## src/rtl/sol1_dma_pkg.sv

```systemverilog
// sol1_dma_pkg: shared types and constants for the DMA bus arbiter.
package sol1_dma_pkg;

    localparam int unsigned NREQ             = 4;
    localparam int unsigned MAX_HOLD_DEFAULT = 64;

    typedef logic [1:0] owner_t;

    typedef enum logic [1:0] {
        StIdle,
        StReq,
        StGrant,
        StRelease
    } state_t;

    // One-hot vector with only the bit of the given requester set.
    function automatic logic [NREQ-1:0] owner_onehot(input owner_t idx);
        logic [NREQ-1:0] oh;
        oh      = '0;
        oh[idx] = 1'b1;
        return oh;
    endfunction

endpackage

```

## src/rtl/rr_pick4.sv

```systemverilog
// rr_pick4: combinational round-robin picker over four requesters.
// The search starts just after 'last' and wraps; idx is meaningful only when valid=1.
module rr_pick4
    import sol1_dma_pkg::*;
(
    input  logic [NREQ-1:0] req,
    input  owner_t          last,
    output logic            valid,
    output owner_t          idx
);

    // Walk offsets from farthest to nearest so the nearest hit is written last and wins.
    always_comb begin
        owner_t cand;
        valid = 1'b0;
        idx   = last;
        cand  = last;
        for (int k = 4; k >= 1; k--) begin
            cand = last + owner_t'(k);
            if (req[cand]) begin
                valid = 1'b1;
                idx   = cand;
            end
        end
    end

endmodule

```

## src/rtl/dma_arbiter.sv

```systemverilog
// dma_arbiter: round-robin arbiter handing the CPU bus to one of four DMA requesters.
// A winner is chosen only in IDLE, the CPU is asked to release the bus, and the grant is
// held until the owner drops its request or the CPU withdraws its acknowledge.
// Optional hold-timeout preemption is enabled by defining DMA_ARB_PREEMPT_EN.
module dma_arbiter
    import sol1_dma_pkg::*;
#(
    parameter int unsigned MAX_HOLD = MAX_HOLD_DEFAULT
) (
    input  logic            clk,
    input  logic            arst,
    input  logic [NREQ-1:0] req,
    output logic [NREQ-1:0] gnt,
    output logic            cpu_dma_req,
    input  logic            cpu_dma_ack,
    output logic [1:0]      owner,
    output logic            preempt
);

    if (MAX_HOLD < 2 || MAX_HOLD > 255) begin : g_max_hold_check
        $error("dma_arbiter: MAX_HOLD must be in 2..255");
    end

    state_t state_q, state_d;
    owner_t owner_q, owner_d;
    owner_t last_q, last_d;
    logic   pick_valid;
    owner_t pick_idx;

    rr_pick4 u_pick (
        .req   (req),
        .last  (last_q),
        .valid (pick_valid),
        .idx   (pick_idx)
    );

`ifdef DMA_ARB_PREEMPT_EN
    localparam logic [7:0] HoldLast = 8'(MAX_HOLD - 1);

    logic [7:0] hold_q;
    logic       timeout;
    logic       preempt_q;

    // Timeout only counts while the grant would otherwise continue and someone else waits.
    assign timeout = (state_q == StGrant) && (hold_q == HoldLast) && req[owner_q] &&
                     cpu_dma_ack && |(req & ~owner_onehot(owner_q));

    // Hold counter: cleared outside GRANT so each grant starts at zero, saturates at the limit.
    always_ff @(posedge clk) begin
        if (arst) begin
            hold_q <= '0;
        end else if (state_q != StGrant) begin
            hold_q <= '0;
        end else if (hold_q != HoldLast) begin
            hold_q <= hold_q + 8'd1;
        end
    end

    // One-cycle preempt pulse raised on the edge that ends a grant by timeout.
    always_ff @(posedge clk) begin
        if (arst) begin
            preempt_q <= 1'b0;
        end else begin
            preempt_q <= timeout;
        end
    end

    assign preempt = preempt_q;
`else
    assign preempt = 1'b0;
`endif

    // Next-state logic: arbitration happens only in IDLE; pointer advances on RELEASE->IDLE.
    always_comb begin
        state_d = state_q;
        owner_d = owner_q;
        last_d  = last_q;
        unique case (state_q)
            StIdle: begin
                if (pick_valid) begin
                    owner_d = pick_idx;
                    state_d = StReq;
                end
            end
            StReq: begin
                // A requester that gives up before the ack never sees a grant.
                if (!req[owner_q]) begin
                    state_d = StRelease;
                end else if (cpu_dma_ack) begin
                    state_d = StGrant;
                end
            end
            StGrant: begin
                if (!req[owner_q] || !cpu_dma_ack) begin
                    state_d = StRelease;
                end
`ifdef DMA_ARB_PREEMPT_EN
                else if (timeout) begin
                    state_d = StRelease;
                end
`endif
            end
            StRelease: begin
                if (!cpu_dma_ack) begin
                    state_d = StIdle;
                    last_d  = owner_q;
                end
            end
            default: state_d = StIdle;
        endcase
    end

    // State, owner and round-robin pointer registers.
    always_ff @(posedge clk) begin
        if (arst) begin
            state_q <= StIdle;
            owner_q <= '0;
            last_q  <= owner_t'(NREQ - 1);
        end else begin
            state_q <= state_d;
            owner_q <= owner_d;
            last_q  <= last_d;
        end
    end

    assign gnt         = (state_q == StGrant) ? owner_onehot(owner_q) : '0;
    assign cpu_dma_req = (state_q == StReq) || (state_q == StGrant);
    assign owner       = owner_q;

endmodule

```

## config.mk

```make
export PLATFORM = sky130hd
export DESIGN_NAME = dma_arbiter
export DESIGN_NICKNAME = d
export VERILOG_FILES = /design/src/rtl/sol1_dma_pkg.sv /design/src/rtl/rr_pick4.sv /design/src/rtl/dma_arbiter.sv
export SDC_FILE = /design/constraint.sdc
export NUM_CORES = 1
export LEC_CHECK = 0
export BUFFER_PORTS_ARGS = -buffer_cell sky130_fd_sc_hd__buf_4
export CORE_AREA = 2 2 39 41
export CTS_CLUSTER_DIAMETER = 40
export DETAILED_ROUTE_END_ITERATION = 8
export DIE_AREA = 0 0 41 43
export SLEW_MARGIN = 20
export SYNTH_ARGS = -nofsm -noshare
export SYNTH_HDL_FRONTEND = slang
export SYNTH_HIERARCHICAL = 1
export SYNTH_SLANG_ARGS = --single-unit
```

## constraint.sdc

```tcl
create_clock -name clk -period 2.45 [get_ports clk]
set_clock_uncertainty 0.2 [all_clocks]
set_input_delay 0.245 -clock clk [delete_from_list [all_inputs] [get_ports clk]]
set_output_delay 0.245 -clock clk [all_outputs]
set_load 0.005 [all_outputs]
```

# After elaboration in Yosys (flattened, before gate mapping)
# Index checks and enable logic that the tools add are counted.
# word_totals
regBits	6
inputBits	7
output_inout_bits	8
elab_cells	55
# op_classes
addsub	3
n_lt_le_gt_ge	6
n_eq_ne	7
mux	26
bitwise_logic	1
reduce_logical	9
# op_table
operator	n
2-bit two-way mux	8
2-bit by 3-bit less-than comparator with 1-bit output (second input constant)	5
1-bit binary-select mux with 2-bit select	5
1-bit two-way mux	10
2-bit one-hot mux with 4 select lines	1
2-bit inequality test (second input constant)	3
2-bit adder (second input constant)	2
2-bit equality test (second input constant)	2
4-bit two-way mux	1
2-bit AND reduction	2
4-bit AND reduction	1
3-bit inequality test (second input constant)	1
2-bit by 1-bit adder with 2-bit output (second input constant)	1
1-bit demux with 2-bit select	1
2-bit by 1-bit equality test with 1-bit output (second input constant)	1
2-bit by 1-bit >= comparator with 1-bit output (second input constant)	1
1-bit logical NOT	2
2-bit logical NOT	1
1-bit logical OR	2
1-bit logical AND	1
1-bit inverter	1

# Longest topological paths before layout
# depth
word_depth	8
depth_mapped	6

# Cells and area by module
# The synthesis kept the hierarchy.
# by_module_without_submodules
module	n_inst	cells_per_inst	area_per_inst_um2	seq_area_each_um2
dma_arbiter	1	53	461.7	120.1
rr_pick4	1	14	82.6	0.0

# Worst setup path after synthesis
# Ideal clock, no wire load.
# synth_timing
kind	flip-flop to flip-flop
start	register state_q[0]
end	register state_q[0]
t_arrival_ns	1.663
t_required_ns	2.127
setup_slack_ns	0.464
stages_incl_launch_ff	7
n_path_buf	0
period_less_slack_ns	1.986
cell_sequence	dfxtp_1 > inv_1 > ha_1 > nand2b_1 > o22ai_1 > a2111oi_2 > mux2_1
# synth_between
elab_chain_cells	3
word_cells_on_any_way	10
classes_between	7 x eq/ne; 1 x mux; 2 x reduce/logical
# synth_lines
element	line_no	source
from (decl)	dma_arbiter.sv:24	state_t state_q, state_d;
from (signal assigned)	dma_arbiter.sv:116	state_q <= StIdle;
from (signal assigned)	dma_arbiter.sv:120	state_q <= state_d;
2-bit by 1-bit equality test with 1-bit output (tied with other cells)	dma_arbiter.sv:78	unique case (state_q)
3-bit inequality test (no line) / 2-bit inequality test (equally long branches)	n/a	
4-bit AND reduction (no line)	n/a	
# Parallel ways exist; a longest one is shown, timed or not.
# A chain may end at the register's enable or synchronous reset.

# Worst setup path in the final report
# layout_timing
start	register owner_q[0] (netlist: owner[0])
end	register state_q[0]
# layout_between
elab_chain_cells	6
word_cells_on_any_way	9
classes_between	2 x eq/ne; 4 x mux; 3 x reduce/logical
# layout_lines
element	line_no	source
from (decl)	dma_arbiter.sv:25	owner_t owner_q, owner_d;
from (signal assigned)	dma_arbiter.sv:121	owner_q <= owner_d;
1-bit binary-select mux with 2-bit select (*)	dma_arbiter.sv:87, dma_arbiter.sv:94	
1-bit two-way mux (implied by the code) (*)	dma_arbiter.sv:87, dma_arbiter.sv:94	
1-bit logical NOT	dma_arbiter.sv:94	if (!req[owner_q] || !cpu_dma_ack) begin
1-bit logical OR	dma_arbiter.sv:94	
2-bit inequality test (no line)	n/a	
4-bit AND reduction (no line)	n/a	
# Mark *: on every way between the ends. The rest lies on a longest branch, timed or not. The select of a mux whose other input is x is not followed.

==> flow_summary.toml <==
[outcome]
outcome = "completed"

[power]
power.leakage_uw = 0.0003179
power-per-cell-area_mw_per_mm2 = 806.6
peakVddDrop_mv = 0.4173

[floorplan]
num_rows = 14
start_util_pct = 39.33
core_area_mm2 = 0.001384
chipHeight_um = 43
die-area_mm2 = 0.001763
ios = 15
die_w_um = 41

[critical_path]
end_kind = "flip-flop"
crit_path_start = "owner[0]$_SDFFE_PP0P_"
path_buf_inv = 0
r2r_cells = 4
critPathLaunchType = "flip-flop"
critPathTopFamily = "multiplexers"
cp_max_fo = 9
criticalPathCategory = "flip-flop to flip-flop"
endpoint = "state_q[0]$_SDFFE_PP0P_"
crit_chain = "mux2i_4 > o22ai_1 > a2111oi_2 > mux2_1"
required_ps = 2370
regToRegSetupSlack_ps = 290
cp.depth = 4
cp_slowest_cell = "dfxtp_1"
critPathMaxStageDelay_ps = 560
worstReg2RegEnd = "state_q[0]$_SDFFE_PP0P_"
crit_arrival_ps = 2090
worstReg2RegStart = "owner[0]$_SDFFE_PP0P_"

[clock_tree]
cts_resized = 0
cts_htree_levels = 1
cts_setup_buffers = 0
clk_path_buf_depth = 2
cts_tree = "yes"
path_clk_slew_ps = 50
hold_buffers = 0
cts_made_buffers = 3
clkLatencyLatePin_ps = 240
root_buffer = "clkbuf_4"
cts.sinks = 6

[detailed_routing]
drtAntennaViolNets = 0
dr.pass1.iters = 4
routed-wl-met3_um = 47
topRoutingLayerUsed = "met4"
vias = 510
drt_wl_total_um = 1106
wl_per_cell_um = 11.40
met2_length_um = 544
viasPerCell = 5.258
drc = 0
drtIter0Drc = 4
routedLengthMet1_um = 498

[synth]
yosysWarningCount = 6
syn-num-nets = 79
syn_inst = 67
synth_seq_area_share_pct = 22.07
synth_seq_cells = 6
synth_area_per_cell_um2 = 8.123
synth.distinct_cells = 27
syn-cell-area_um2 = 544.3

[sta]
fin_tns_setup_ps = 0
grt_setup_unrepaired = "no"
setup-violations-final = 0
period_share_pct = 88.36
fin_ws_ps = 285.2
drv_slew = 0
hold_viol = 0
achievable-frequency_ghz = 0.4619
fin_crit_ps = 2165

[final_layout]
layout_commonest_cell = "buf_4"
layout_common_cells = "buf_4 (13), inv_1 (7), nand2b_1 (6), dfxtp_1 (6)"
drive_gt1_share_pct = 23.46
fin_nets = 95
fin_util_pct = 48.10
design_area_um2 = 665.6
antennaDiodeCount = 0
fillCellCount = 150
syn_to_final_growth_pct = 22.30

[global_routing]
grt_antenna_before_repair = 0
grt_max_degree = 10
grt_pass1_vias = 485
grt_usage_pct = 14.75
grt-ovfl-total = 0
grt_pass1_wl_um = 1842

[placement]
place.gp.congestion = 0.7925
dp_slack_ps = 274.2
place_area_um2 = 643.1
dpl.hpwl_um = 881
port_buffers = 13

[job]
drv_cap = 0

[hold_path]
holdCritPathClass = "primary input to flip-flop"
==> layout make-up <==
cell class | count | area (um^2) | area share (%)
Inverter | 7 | 26.28 | 3.947
Sequential cell | 6 | 120.1 | 18.05
Timing Repair Buffer | 13 | 97.59 | 14.66
Tap cell | 16 | 20.02 | 3.008
Clock buffer | 3 | 22.52 | 3.383
Multi-Input combinational cell | 52 | 379.1 | 56.95
==> report_power, final <==
group	internal, uW	total, uW	leakage (uW)	switching [uW]
logic	144	282	0.000255	138
clock network	55.1	86.8	0.0000138	31.7
registers	125	168	0.0000493	43.2
==> how the worst min path moves through the flow <==
| stage | start | end | slack (ps) | cells past startpoint |
|---|---|---|---|---|
| 4_1_cts | arst | owner[0]$_SDFFE_PP0P_ | 20 | 2 |
| 5_1_grt | arst | owner[1]$_SDFFE_PP0P_ | 40 | 2 |
| 3_3_place_gp | arst | owner[1]$_SDFFE_PP0P_ | 280 | 2 |
| 3_5_place_dp | arst | owner[0]$_SDFFE_PP0P_ | 270 | 2 |
| 6_report | arst | owner[0]$_SDFFE_PP0P_ | 20 | 2 |
| 2_1_floorplan | arst | owner[0]$_SDFFE_PP0P_ | 110 | 1 |
==> flip-flops by register name, indices dropped and copies added, names as in the netlist <==
name	cells
last_q	2
state_q	2
owner	2
==> Yosys cell counts <==
cell type  instances  area, um^2
mux2i_1            3       30.03
a2111oi_2          1       15.01
nor2b_1            1       6.260
inv_1              7       26.28
a31oi_1            2       12.51
buf_6              1       11.26
or4_1              1       7.510
nor2_1             5       18.77
nor4b_1            2       17.52
mux2i_2            1       13.76
ha_1               5       62.56
conb_1             1       3.750
a211o_1            1       8.760
o21ai_0            1       5.000
and3_1             2       12.51
buf_4              1       7.510
nand2b_1           6       37.54
mux2_1             1       11.26
nand2_1            5       18.77
dfxtp_1            6       120.1
nand3_1            2       10.01
nor3_1             1       5.000
a221o_1            1       10.01
o22ai_1            2       12.51
nand4_1            2       12.51
a21oi_1            5       25.02
mux2i_4            1       22.52
==> worst reg2reg max path, cell delays in order (launching register included) <==
cell and delay [ps]:
dfxtp_1 560, mux2i_4 330, o22ai_1 120, a2111oi_2 480, mux2_1 360
==> metal layers <==
metal	GRT usage (%)	vias up
met5	0	-
met4	10.00	0
met3	2.618	2
met2	22.81	13
met1	17.38	230
li1	-	265
==> per-stage QoR <==
step	hold slack, ps	instances	power, uW
after floorplan	114.1	67	361.0
after global routing	44.10	97	596.0
after global placement	280.6	94	447.3
final	23.63	97	536.9
after CTS	20.94	97	543.2
after detailed placement	271.4	94	452.1
==> cells by family (layout without fill, tap and decap cells) <==
logic type,Yosys count,count (layout),share of synthesized area (%)
AO/OA/AOI/OAI,13,13,16.32
multiplexers,6,6,14.25
flip-flops,6,6,22.07
buffers and inverters,9,23,8.277
AND/OR/NAND/NOR,27,27,26.90
adder cells (fa/ha/maj),5,5,11.49
other,1,1,0.6890
Note: power is estimated with default switching activity, not from simulation.
